File: src/rtl/odd_even_merge_sort_pipe.sv
// rtl/odd_even_merge_sort_pipe.sv - Pipelined Batcher odd-even merge sorter with valid/ready, runtime direction and argsort tags.
// One register stage per comparator layer; the whole pipe advances together when the output slot frees.
module odd_even_merge_sort_pipe #(
    parameter int LOG_INPUT  = 3,
    parameter int DATA_WIDTH = 8,
    parameter bit SIGNED     = 1'b0
) (
    input  logic                                  clk,
    input  logic                                  rst,
    input  logic                                  x_valid,
    output logic                                  x_ready,
    input  logic                                  x_dir,
    input  logic [DATA_WIDTH*(1<<LOG_INPUT)-1:0]  x,
    output logic [DATA_WIDTH*(1<<LOG_INPUT)-1:0]  y,
    output logic [LOG_INPUT*(1<<LOG_INPUT)-1:0]   y_idx,
    output logic                                  y_dir,
    output logic                                  y_valid,
    input  logic                                  y_ready
);

    localparam int N = 1 << LOG_INPUT;
    localparam int S = LOG_INPUT * (LOG_INPUT + 1) / 2;

    typedef logic [N-1:0][DATA_WIDTH-1:0] dvec_t;
    typedef logic [N-1:0][LOG_INPUT-1:0]  tvec_t;

    generate
        if (LOG_INPUT < 1 || LOG_INPUT > 6) begin : g_bad_log_input
            $error("odd_even_merge_sort_pipe: LOG_INPUT must be in 1..6");
        end
    endgenerate

    // Stage s enumerates (p,k) as p = 1,2,4..; k = p down to 1.
    function automatic int stage_k(input int s);
        int c;
        int r;
        c = 0;
        r = 1;
        for (int lp = 0; lp < 6; lp++) begin
            for (int lk = lp; lk >= 0; lk--) begin
                if (c == s) r = 1 << lk;
                c++;
            end
        end
        return r;
    endfunction

    function automatic int stage_p(input int s);
        int c;
        int r;
        c = 0;
        r = 1;
        for (int lp = 0; lp < 6; lp++) begin
            for (int lk = lp; lk >= 0; lk--) begin
                if (c == s) r = 1 << lp;
                c++;
            end
        end
        return r;
    endfunction

    function automatic bit is_pair(input int a, input int p, input int k);
        int j0;
        j0 = k % p;
        return (a >= j0) && (((a - j0) % (2 * k)) < k) && ((a + k) < N) &&
               ((a / (2 * p)) == ((a + k) / (2 * p)));
    endfunction

    function automatic logic gt(input logic [DATA_WIDTH-1:0] a, input logic [DATA_WIDTH-1:0] b);
        if (SIGNED) return $signed(a) > $signed(b);
        else        return a > b;
    endfunction

    dvec_t        dat_q [S];
    dvec_t        dat_d [S];
    tvec_t        tag_q [S];
    tvec_t        tag_d [S];
    logic [S-1:0] dir_q, dir_d;
    logic [S-1:0] vld_q, vld_d;

    dvec_t cd, nd;
    tvec_t ct, nt;
    logic  cdir, cv;
    int    kk, pp, ps, bi;
    logic  ce;

    assign ce      = !vld_q[S-1] || y_ready;
    assign x_ready = ce;
    assign y       = dat_q[S-1];
    assign y_idx   = tag_q[S-1];
    assign y_dir   = dir_q[S-1];
    assign y_valid = vld_q[S-1];

    always_comb begin
        dat_d = dat_q;
        tag_d = tag_q;
        dir_d = dir_q;
        vld_d = vld_q;
        cd    = '0;
        ct    = '0;
        nd    = '0;
        nt    = '0;
        cdir  = 1'b0;
        cv    = 1'b0;
        kk    = 1;
        pp    = 1;
        ps    = 0;
        bi    = 0;
        for (int s = 0; s < S; s++) begin
            ps   = (s > 0) ? s - 1 : 0;
            cd   = dat_q[ps];
            ct   = tag_q[ps];
            cdir = dir_q[ps];
            cv   = vld_q[ps];
            if (s == 0) begin
                cd   = x;
                cdir = x_dir;
                cv   = x_valid;
                for (int l = 0; l < N; l++) ct[l] = LOG_INPUT'(l);
            end
            kk = stage_k(s);
            pp = stage_p(s);
            nd = cd;
            nt = ct;
            for (int a = 0; a < N; a++) begin
                bi = ((a + kk) < N) ? a + kk : a;
                // Strict compare keeps equal values in place so ties are deterministic.
                if (is_pair(a, pp, kk) && (cdir ? gt(cd[a], cd[bi]) : gt(cd[bi], cd[a]))) begin
                    nd[a]  = cd[bi];
                    nd[bi] = cd[a];
                    nt[a]  = ct[bi];
                    nt[bi] = ct[a];
                end
            end
            dat_d[s] = nd;
            tag_d[s] = nt;
            dir_d[s] = cdir;
            vld_d[s] = cv;
        end
    end

    always_ff @(posedge clk or negedge rst) begin
        if (!rst) begin
            for (int s = 0; s < S; s++) begin
                dat_q[s] <= '0;
                tag_q[s] <= '0;
            end
            dir_q <= '0;
            vld_q <= '0;
        end else if (ce) begin
            dat_q <= dat_d;
            tag_q <= tag_d;
            dir_q <= dir_d;
            vld_q <= vld_d;
        end
    end

endmodule

File: config.mk
export PLATFORM = sky130hd
export DESIGN_NAME = odd_even_merge_sort_pipe
export DESIGN_NICKNAME = d
export VERILOG_FILES = /design/src/rtl/odd_even_merge_sort_pipe.sv
export SDC_FILE = /design/constraint.sdc
export NUM_CORES = 1
export LEC_CHECK = 0
export BUFFER_PORTS_ARGS = -buffer_cell sky130_fd_sc_hd__buf_4
export CORE_MARGIN = 2
export CORE_UTILIZATION = 62
export DETAILED_ROUTE_END_ITERATION = 7
export GPL_TIMING_DRIVEN = 1
export PLACE_DENSITY = 0.8
export SLEW_MARGIN = 10
export SYNTH_ARGS = -nofsm -noshare
export SYNTH_HDL_FRONTEND = slang
export SYNTH_SLANG_ARGS = --single-unit
File: constraint.sdc
create_clock -name clk -period 2.8 [get_ports clk]
set_input_delay 0 -clock clk [delete_from_list [all_inputs] [get_ports clk]]
set_output_delay 0 -clock clk [all_outputs]
set_load 0.01 [all_outputs]
Word-level counts from Yosys, hierarchy flattened
Index checks and enable logic that the tools add are counted.
{ "word_totals": {"regBits": 539, "output_inout_bits": 91, "word_cells": 195} }
{ "classes": {"magnitude_cmp": 38, "mux": 57, "n_reduce_logical": 2} }
{ "ops": {"columns": ["cell", "count"], "rows": [
  ["$gt A8 B8 Y1", 38],
  ["$mux W56", 4],
  ["$mux W64", 3],
  ["$mux W48", 3],
  ["$mux W24", 5],
  ["$mux W40", 3],
  ["$mux W21", 4],
  ["$mux W32", 2],
  ["$mux W15", 3],
  ["$mux W18", 2],
  ["$mux W16", 2],
  ["$mux W9", 3],
  ["$mux W22", 1],
  ["$mux W1", 19],
  ["$mux W12", 1],
  ["$mux W10", 1],
  ["$mux W4", 1],
  ["$logic_not A1 Y1", 1],
  ["$logic_or A1 B1 Y1", 1]
]} }

Logic depth before layout (Yosys ltp)
Gate-level depths: netlist of the first run.
{ "depth": {"ltp_word": 6, "mapped_depth": 8} }

Worst setup path after synthesis of the first run
OpenSTA, ideal clock, no wires.
{ "synth_path": {"path_kind": "register -> register", "start": "reg dat_q[265] (netlist bit)", "end": "reg dat_q[206] (netlist bit)", "setup_time_ps": 79, "t_arrival_ps": 1841, "path_slack_ps": 880, "stages_incl_launch_ff": 9, "path_buffers": 1, "synth_period_minus_slack_ps": 1920, "cell_sequence": "dfrtp_1 -> inv_1 -> ha_1 -> nor2b_1 -> o211ai_1 -> a211oi_1 -> a211oi_1 -> buf_4 -> mux2i_1"} }
{ "synth_via": {"elab_chain_cells": 4, "elab_cells_between_ends": 5, "classes_between": "order compare (2); mux (3)"} }
{ "synth_rtl": {"columns": ["item", "line_no", "rtl"], "rows": [
  ["start, declared", "74", "dvec_t dat_q [S];"],
  ["start signal, assigned", "151", "dat_q <= dat_d;"],
  ["$gt A8 B8 Y1", "71", "else return a > b;"],
  ["$mux W1 (*)", "128", "if (is_pair(a, pp, kk) && (cdir ? gt(cd[a], cd[bi]) : gt(cd[bi], cd[a]))) begin"],
  ["$mux W24 (*)", "128", null],
  ["$mux W56 (*)", "128", null]
]} }
Every way passes the cells marked *; elsewhere a longest branch is shown, timed or not.
A chain may end at the register's enable or synchronous reset.

Worst setup path after layout of the first run
{ "layout_path": {"start": "reg dat_q[361] (netlist bit)", "end": "reg dat_q[298] (netlist bit)"} }
{ "layout_via": {"elab_chain_cells": 3, "elab_cells_between_ends": 4, "classes_between": "order compare (2); mux (2)"} }
{ "layout_rtl": {"columns": ["item", "line_no"], "rows": [
  ["$gt A8 B8 Y1", "71"],
  ["$mux W1 (*)", "128"],
  ["$mux W64 (*)", "128"]
]} }
Marked as above.

==> metrics, run 1 <==
status finished clean; worst hold slack 0.1863 ns; Pint 25,500 uW; clk_skew 0.03409 ns; Initial Util 62.47%; slowest stage delay, CP 1.04 ns; final worst setup slack 0.05519 ns; GR Util met2 55.33%; clock slew at reported path FFs 0.06 ns; RSZ-0062 raised after global routing no; met1 usage 41.33%; Critical Path RT 3.30 ns; core area 47,450 sq um; Root Buffer clkbuf_16; Combinational Power Share 52.8%; Cell Pwr Density 1366 nW/um^2; Reg-to-Reg Start dat_q[361]; Clk pwr share 15.5%; startpoint class of the critical path flip-flop; sequential area share after synthesis 43.48%; HP Start x_valid; Cells after DPL 3,812; antenna violations before repair 0; peak supply drop 0.0007969 V; Seq pwr share 31.7%; clock period minus worst slack 2.745 ns; Yosys top cell by area dfrtp_1; Post-DP HPWL 57.84 mm; Initial DRC Count 2,585; die area 49,570 sq um; Fin. Hold Viols 0; synthesized area per cell 9.087 sq um; Seq cells post-synth 515; Post-CTS Setup Inserts 0; H-Tree Depth 2; Final Non-Filler Cells 4,010; switching power total 20,290 uW; WP data arrival 3.25 ns; first-pass GRT wire length 132.7 mm; DR vias/cell 6.271; Clk Latency, worst-skew pair 0.63 ns; Num CTS Buffers 54; synth warn 0; register area 12,890 sq um; element type at the critical path end flip-flop; DRC errors left 0; Slew Limit Fails 0; Slew @ Worst Pin 1.289 ns; fmax 364.3 MHz; Maximum Capacitance Violations 0; site row count 80; TritonCTS Sinks 515; I/O pins 160; worst-path fanout max 9; CP cell instances ha_1, nor2b_1, o211ai_1, a21oi_1, o311ai_2, mux2i_1; antenna-violating nets left 0; PortBufs 159; layout cells sized above 1 9.369%; Total GRT Usage 33.43%; Util after Layout 70.65%; DR vias 25,145; post-synth top area share 43.48%; HP Class in2reg; cell area after synthesis 29,640 sq um; Synth Net Count 3,483; gpl congestion 0.9109; drt pass-1 iters 6; Synth cell types 34; TritonCTS clock tree built; Sw Share 44.31%; Filler cells 3,423; Final setup viols 0; die width 222.7 um; Leakage 0.01622 uW; total congestion overflow 0; Die Y 222.7 um; vias in the first global route 25,318; largest net degree at the start of global routing 189; fin crit share 98.03%; DP Worst Slack 0.2598 ns; critical path type reg2reg; Gate Count Post-Synth 3,262; normalized max-slew margin 13.90%; total routed wirelength 83.60 mm; clk buf depth 3; Slowest-stage cell, CP o311ai_2; GRT met3 Usage 5.819%; Synth area leaders dfrtp_1, a21oi_1, mux2i_1; NumNets Final 3,576; crit path from dat_q[361]; Setup TNS 0 ns; area grow syn2layout 13.09%; GR peak layer met2; routed length per placed instance 20.85 um; area of the multi-input gates 14,670 sq um
==> worst max-delay path, delay by kind of cell (launching register included) <==
family                     cells  cell delay (ns)
AOI/OAI and AO/OA              3             1.40
adders and majority gates      1             0.32
DFF                            1             0.42
muxes                          1             0.34
and+or+nand+nor                1             0.14
==> sequential cells by signal, summed over array words and instances (netlist names) <==
name   flops
cd        64
ct        24
dat_q    256
dir_q      6
tag_q     71
vld_q      6
y         64
y_idx     24
==> metrics by stage <==
stage | total power (uW) | cell area, sq um
floorplan | 31370 | 29640
global placement | 36420 | 30770
detailed placement | 37860 | 30770
CTS | 45400 | 33520
global route | 48610 | 33520
finish | 45800 | 33520
==> cell families after synthesis <==
logic type      after synthesis  share of synthesized area, %
compound gates              982                         17.89
fa+ha+maj                   152                         6.416
buf+inv                     442                         7.227
flops                       515                         43.48
mux                         368                         12.43
simple gates                803                         12.57
==> worst paths after layout <==
| path | slack [ns] | cells after the start | end |
|---|---|---|---|
| max reg2reg | 0.06 | 6 | dat_q[298] |
| min in group asynchronous | 0.51 | 3 | dat_q[218] |
| min reg2reg | 0.46 | 2 | y[59] |
| max | 0.06 | 6 | dat_q[298] |
| min | 0.19 | 4 | vld_q[0] |
| max in group asynchronous | 1.24 | 4 | y[17] |
==> per-layer routing <==
layer / vias to the layer above / wire (um)
met1: 12347 / 32330
met5: - / 0
met4: 0 / 5102
li1: 11418 / -
met3: 289 / 5614
met2: 1091 / 40550
==> power groups by stage <==
stage          registers (uW)  clock network (uW)  logic (uW)
6_report                14500                7100       24200
5_1_grt                 14800                7450       26300
4_1_cts                 14400                7140       23900
3_5_place_dp            14500                   0       23400
3_3_place_gp            14200                   0       22200
2_1_floorplan           13000                   0       18400
==> timing repair <==
action                                 4_1_cts  5_1_grt
hold buffers                               102        0
endpoints found under the hold margin      484        0
gates resized for setup                      0        0
==> cells in the final DEF, fill, tap and decap left out, drive strengths merged <==
master,Yosys,layout
a21oi,807,807
dfrtp,515,515
mux2i,368,368
nand2,356,356
buf,180,219
and2,216,216
nor2,165,165
inv,158,158
ha,152,152
dlygate4sd3,0,102
clkbuf,104,83
o21ai,69,69
nand4,38,38
o211ai,33,33
nor2b,20,20
a211o,17,17
a211oi,16,16
a21o,11,11
o211a,11,11
clkinv,0,9
nand2b,8,8
o311a,6,6
o311ai,6,6
o21a,2,2
a311oi,2,2
a311o,2,2
bufinv,0,2
diode,0,1
clkinvlp,0,1
==> area by class of cell <==
class | count | share of cell area [%]
flip-flops and latches | 515 | 38.45
well taps | 615 | 2.296
inverters | 158 | 1.792
clock buffers | 83 | 4.748
repair buffers | 321 | 8.533
clock inverters | 12 | 0.4031
multi-input cells | 2305 | 43.78
diodes | 1 | 0.007465
==> Yosys cell counts, drive strengths merged <==
| cell type | n |
|---|---|
| a211oi | 16 |
| nor2b | 20 |
| o211ai | 33 |
| inv | 158 |
| a21o | 11 |
| a311oi | 2 |
| nor2 | 165 |
| nand2b | 8 |
| ha | 152 |
| and2 | 216 |
| a311o | 2 |
| o311ai | 6 |
| o21ai | 69 |
| o21a | 2 |
| clkbuf | 104 |
| o211a | 11 |
| mux2i | 368 |
| a21oi | 807 |
| o311a | 6 |
| a211o | 17 |
| dfrtp | 515 |
| nand4 | 38 |
| nand2 | 356 |
| buf | 180 |
Power figures use the tool's default switching activity.
==> run 2, diff against run 1 <==
CORE_ASPECT_RATIO = 0.8   (was not set)
==> run 2 against run 1 <==
  * Final cell count is essentially flat
  * Fmax up 6.5%
  * Highest routed layer is now met5
  * Critical endpoint is now dat_q[339]
  * Sequential power barely moved
==> metrics, run 2 (synthesis gave the netlist of run 1 again) <==
layout cells sized above 1 9.499% (was 9.369%); Post-DP HPWL 59.12 mm (was 57.84 mm); clk_skew 0.01363 ns (was 0.03409 ns); CP top delay family buffers and inverters (was compound AO/OA/AOI/OAI gates); DP Area 30,730 sq um (was 30,770 sq um); gpl congestion 0.9092 (was 0.9109); I/O pins 160 (unchanged); vias in the first global route 24,826 (was 25,318); worst-path fanout max 124 (was 9); Critical Path RT 3.35 ns (was 3.30 ns); TritonCTS Sinks 515 (unchanged); clock period minus worst slack 2.577 ns (was 2.745 ns); Reg-to-Reg End dat_q[339] (was dat_q[298]); H-Tree Depth 2 (unchanged); slowest stage delay, CP 0.60 ns (was 1.04 ns); total congestion overflow 0 (unchanged); max reg flops 256 (unchanged); Setup TNS 0 ns (unchanged); Reg-to-Reg Start vld_q[5] (was dat_q[361]); Initial Util 62.96% (was 62.47%); antenna-violating nets left 0 (unchanged); routed length per placed instance 20.76 um (was 20.85 um); site row count 71 (was 80); DR vias 24,849 (was 25,145); drt pass-1 iters 6 (unchanged); crit path from vld_q[5] (was dat_q[361]); first-pass GRT wire length 132.9 mm (was 132.7 mm); Reg with most FFs dat_q (unchanged); DRC errors left 0 (unchanged); Final setup viols 0 (unchanged); most frequent cells in the layout a21oi_1, dfrtp_1, mux2i_1, nand2_1, and2_1 (unchanged); cells on worst reg2reg path 7 (was 6); TritonCTS clock tree built (unchanged); Fin. Hold Viols 0 (unchanged); Largest regs dat_q x256, tag_q x71 (unchanged); critical path type reg2reg (unchanged); Die Y 199.6 um (was 222.7 um); HP Class in2async (was in2reg); Critical Path Stages 7 (was 6); Root Buffer clkbuf_16 (unchanged); Slew Limit Fails 0 (unchanged); peak supply drop 0.0008869 V (was 0.0007969 V); final non-filler cell area 33,540 sq um (was 33,520 sq um); Cells after DPL 3,814 (was 3,812); largest net degree at the start of global routing 125 (was 189); startpoint class of the critical path flip-flop (unchanged); worst path bufs/invs 3 (was 0); element type at the critical path end flip-flop (unchanged); fmax 388.1 MHz (was 364.3 MHz); WP data arrival 3.12 ns (was 3.25 ns); Num CTS Buffers 52 (was 54); Leakage 0.01623 uW (was 0.01622 uW); Final Non-Filler Cells 4,013 (was 4,010); commonest non-fill, non-tap cell in the layout a21oi_1 (unchanged); Post-CTS Setup Inserts 0 (unchanged); CP cell instances nor2b_4, inv_8, buf_12, and2_1, a21oi_1, mux2i_1, dlygate4sd3_1 (was ha_1, nor2b_1, o211ai_1, a21oi_1, o311ai_2, mux2i_1); Util after Layout 71.23% (was 70.65%); antenna violations before repair 3 (was 0); Initial DRC Count 2,303 (was 2,585); die area 49,580 sq um (was 49,570 sq um); clock slew at reported path FFs 0.06 ns (about the same); clk buf depth 3 (unchanged); core area 47,080 sq um (was 47,450 sq um); Total GRT Usage 33.42% (was 33.43%); fin crit share 92.03% (was 98.03%); normalized max-slew margin 24.01% (was 13.90%); Slowest-stage cell, CP dlygate4sd3_1 (was o311ai_2); status finished clean (unchanged); Clk Latency, worst-skew pair 0.61 ns (was 0.63 ns); Cell Pwr Density 1371 nW/um^2 (was 1366 nW/um^2); total routed wirelength 83.30 mm (was 83.60 mm); RSZ-0062 raised after global routing no (unchanged); Total Power 45,970 uW (was 45,800 uW); Critical Path End dat_q[339] (was dat_q[298]); area grow syn2layout 13.15% (was 13.09%); Maximum Capacitance Violations 0 (unchanged); PortBufs 159 (unchanged); DR vias/cell 6.192 (was 6.271); reg2reg setup slack 0.22 ns (was 0.06 ns); Slew @ Worst Pin 1.138 ns (was 1.289 ns); die width 248.5 um (was 222.7 um); NumNets Final 3,570 (was 3,576)
==> run 2: final cells by class <==
cell class | instances | area, sq um
Timing Repair Buffer | 317 | 2808
Inverter | 158 | 600.6
Multi-Input combinational cell | 2305 | 14700
Fill cell | 3396 | 13540
Tap cell | 620 | 775.7
Sequential cell | 515 | 12890
Antenna cell | 3 | 7.507
Clock buffer | 82 | 1607
Clock inverter | 13 | 153.9
==> run 2: report_power, final <==
group / switching [uW] / leakage [uW] / internal [uW]
Sequential: 3320 / 0.00635 / 11100
Clock: 3020 / 0.000869 / 4200
Combinational: 14000 / 0.00901 / 10300
==> run 2: through the flow <==
| step | hold WS, ns | setup WS [ns] |
|---|---|---|
| 2_1_floorplan | -0.2956 | 0.8796 |
| 3_3_place_gp | -0.01804 | 0.3340 |
| 3_5_place_dp | -0.01006 | 0.1876 |
| 4_1_cts | 0.07668 | 0.1299 |
| 5_1_grt | 0.1197 | 0.1024 |
| 6_report | 0.07928 | 0.2231 |
==> run 2: worst reg2reg max path, delay by kind of cell (launching register included) <==
| kind | cells | cell delay (ns) |
|---|---|---|
| buffers and inverters | 3 | 1.38 |
| and+or+nand+nor | 2 | 0.44 |
| DFF | 1 | 0.38 |
| muxes | 1 | 0.23 |
| AOI/OAI and AO/OA | 1 | 0.09 |
==> run 2: worst min-delay path by stage <==
stage	end	slack (ns)	cells after the start
4_1_cts	y[6]	0.08	3
2_1_floorplan	cd[0]	-0.30	0
5_1_grt	y[6]	0.12	3
3_5_place_dp	y[6]	-0.01	1
6_report	y[6]	0.08	3
3_3_place_gp	y[56]	-0.02	1
==> run 2: timing repair <==
action,4_1_cts,5_1_grt
endpoints found under the hold margin,596,0
hold buffers,101,0
resized for setup,0,1
endpoints found under the setup margin,0,1
==> run 2: metal layers <==
metal | up-vias | part of all wire, % | global-route usage (%)
met4 | 2 | 4.8 | 15.77
li1 | 11410 | - | -
met3 | 244 | 7.5 | 5.249
met1 | 12103 | 42 | 44.86
met2 | 1090 | 46 | 53.70
met5 | - | 0.016 | 0
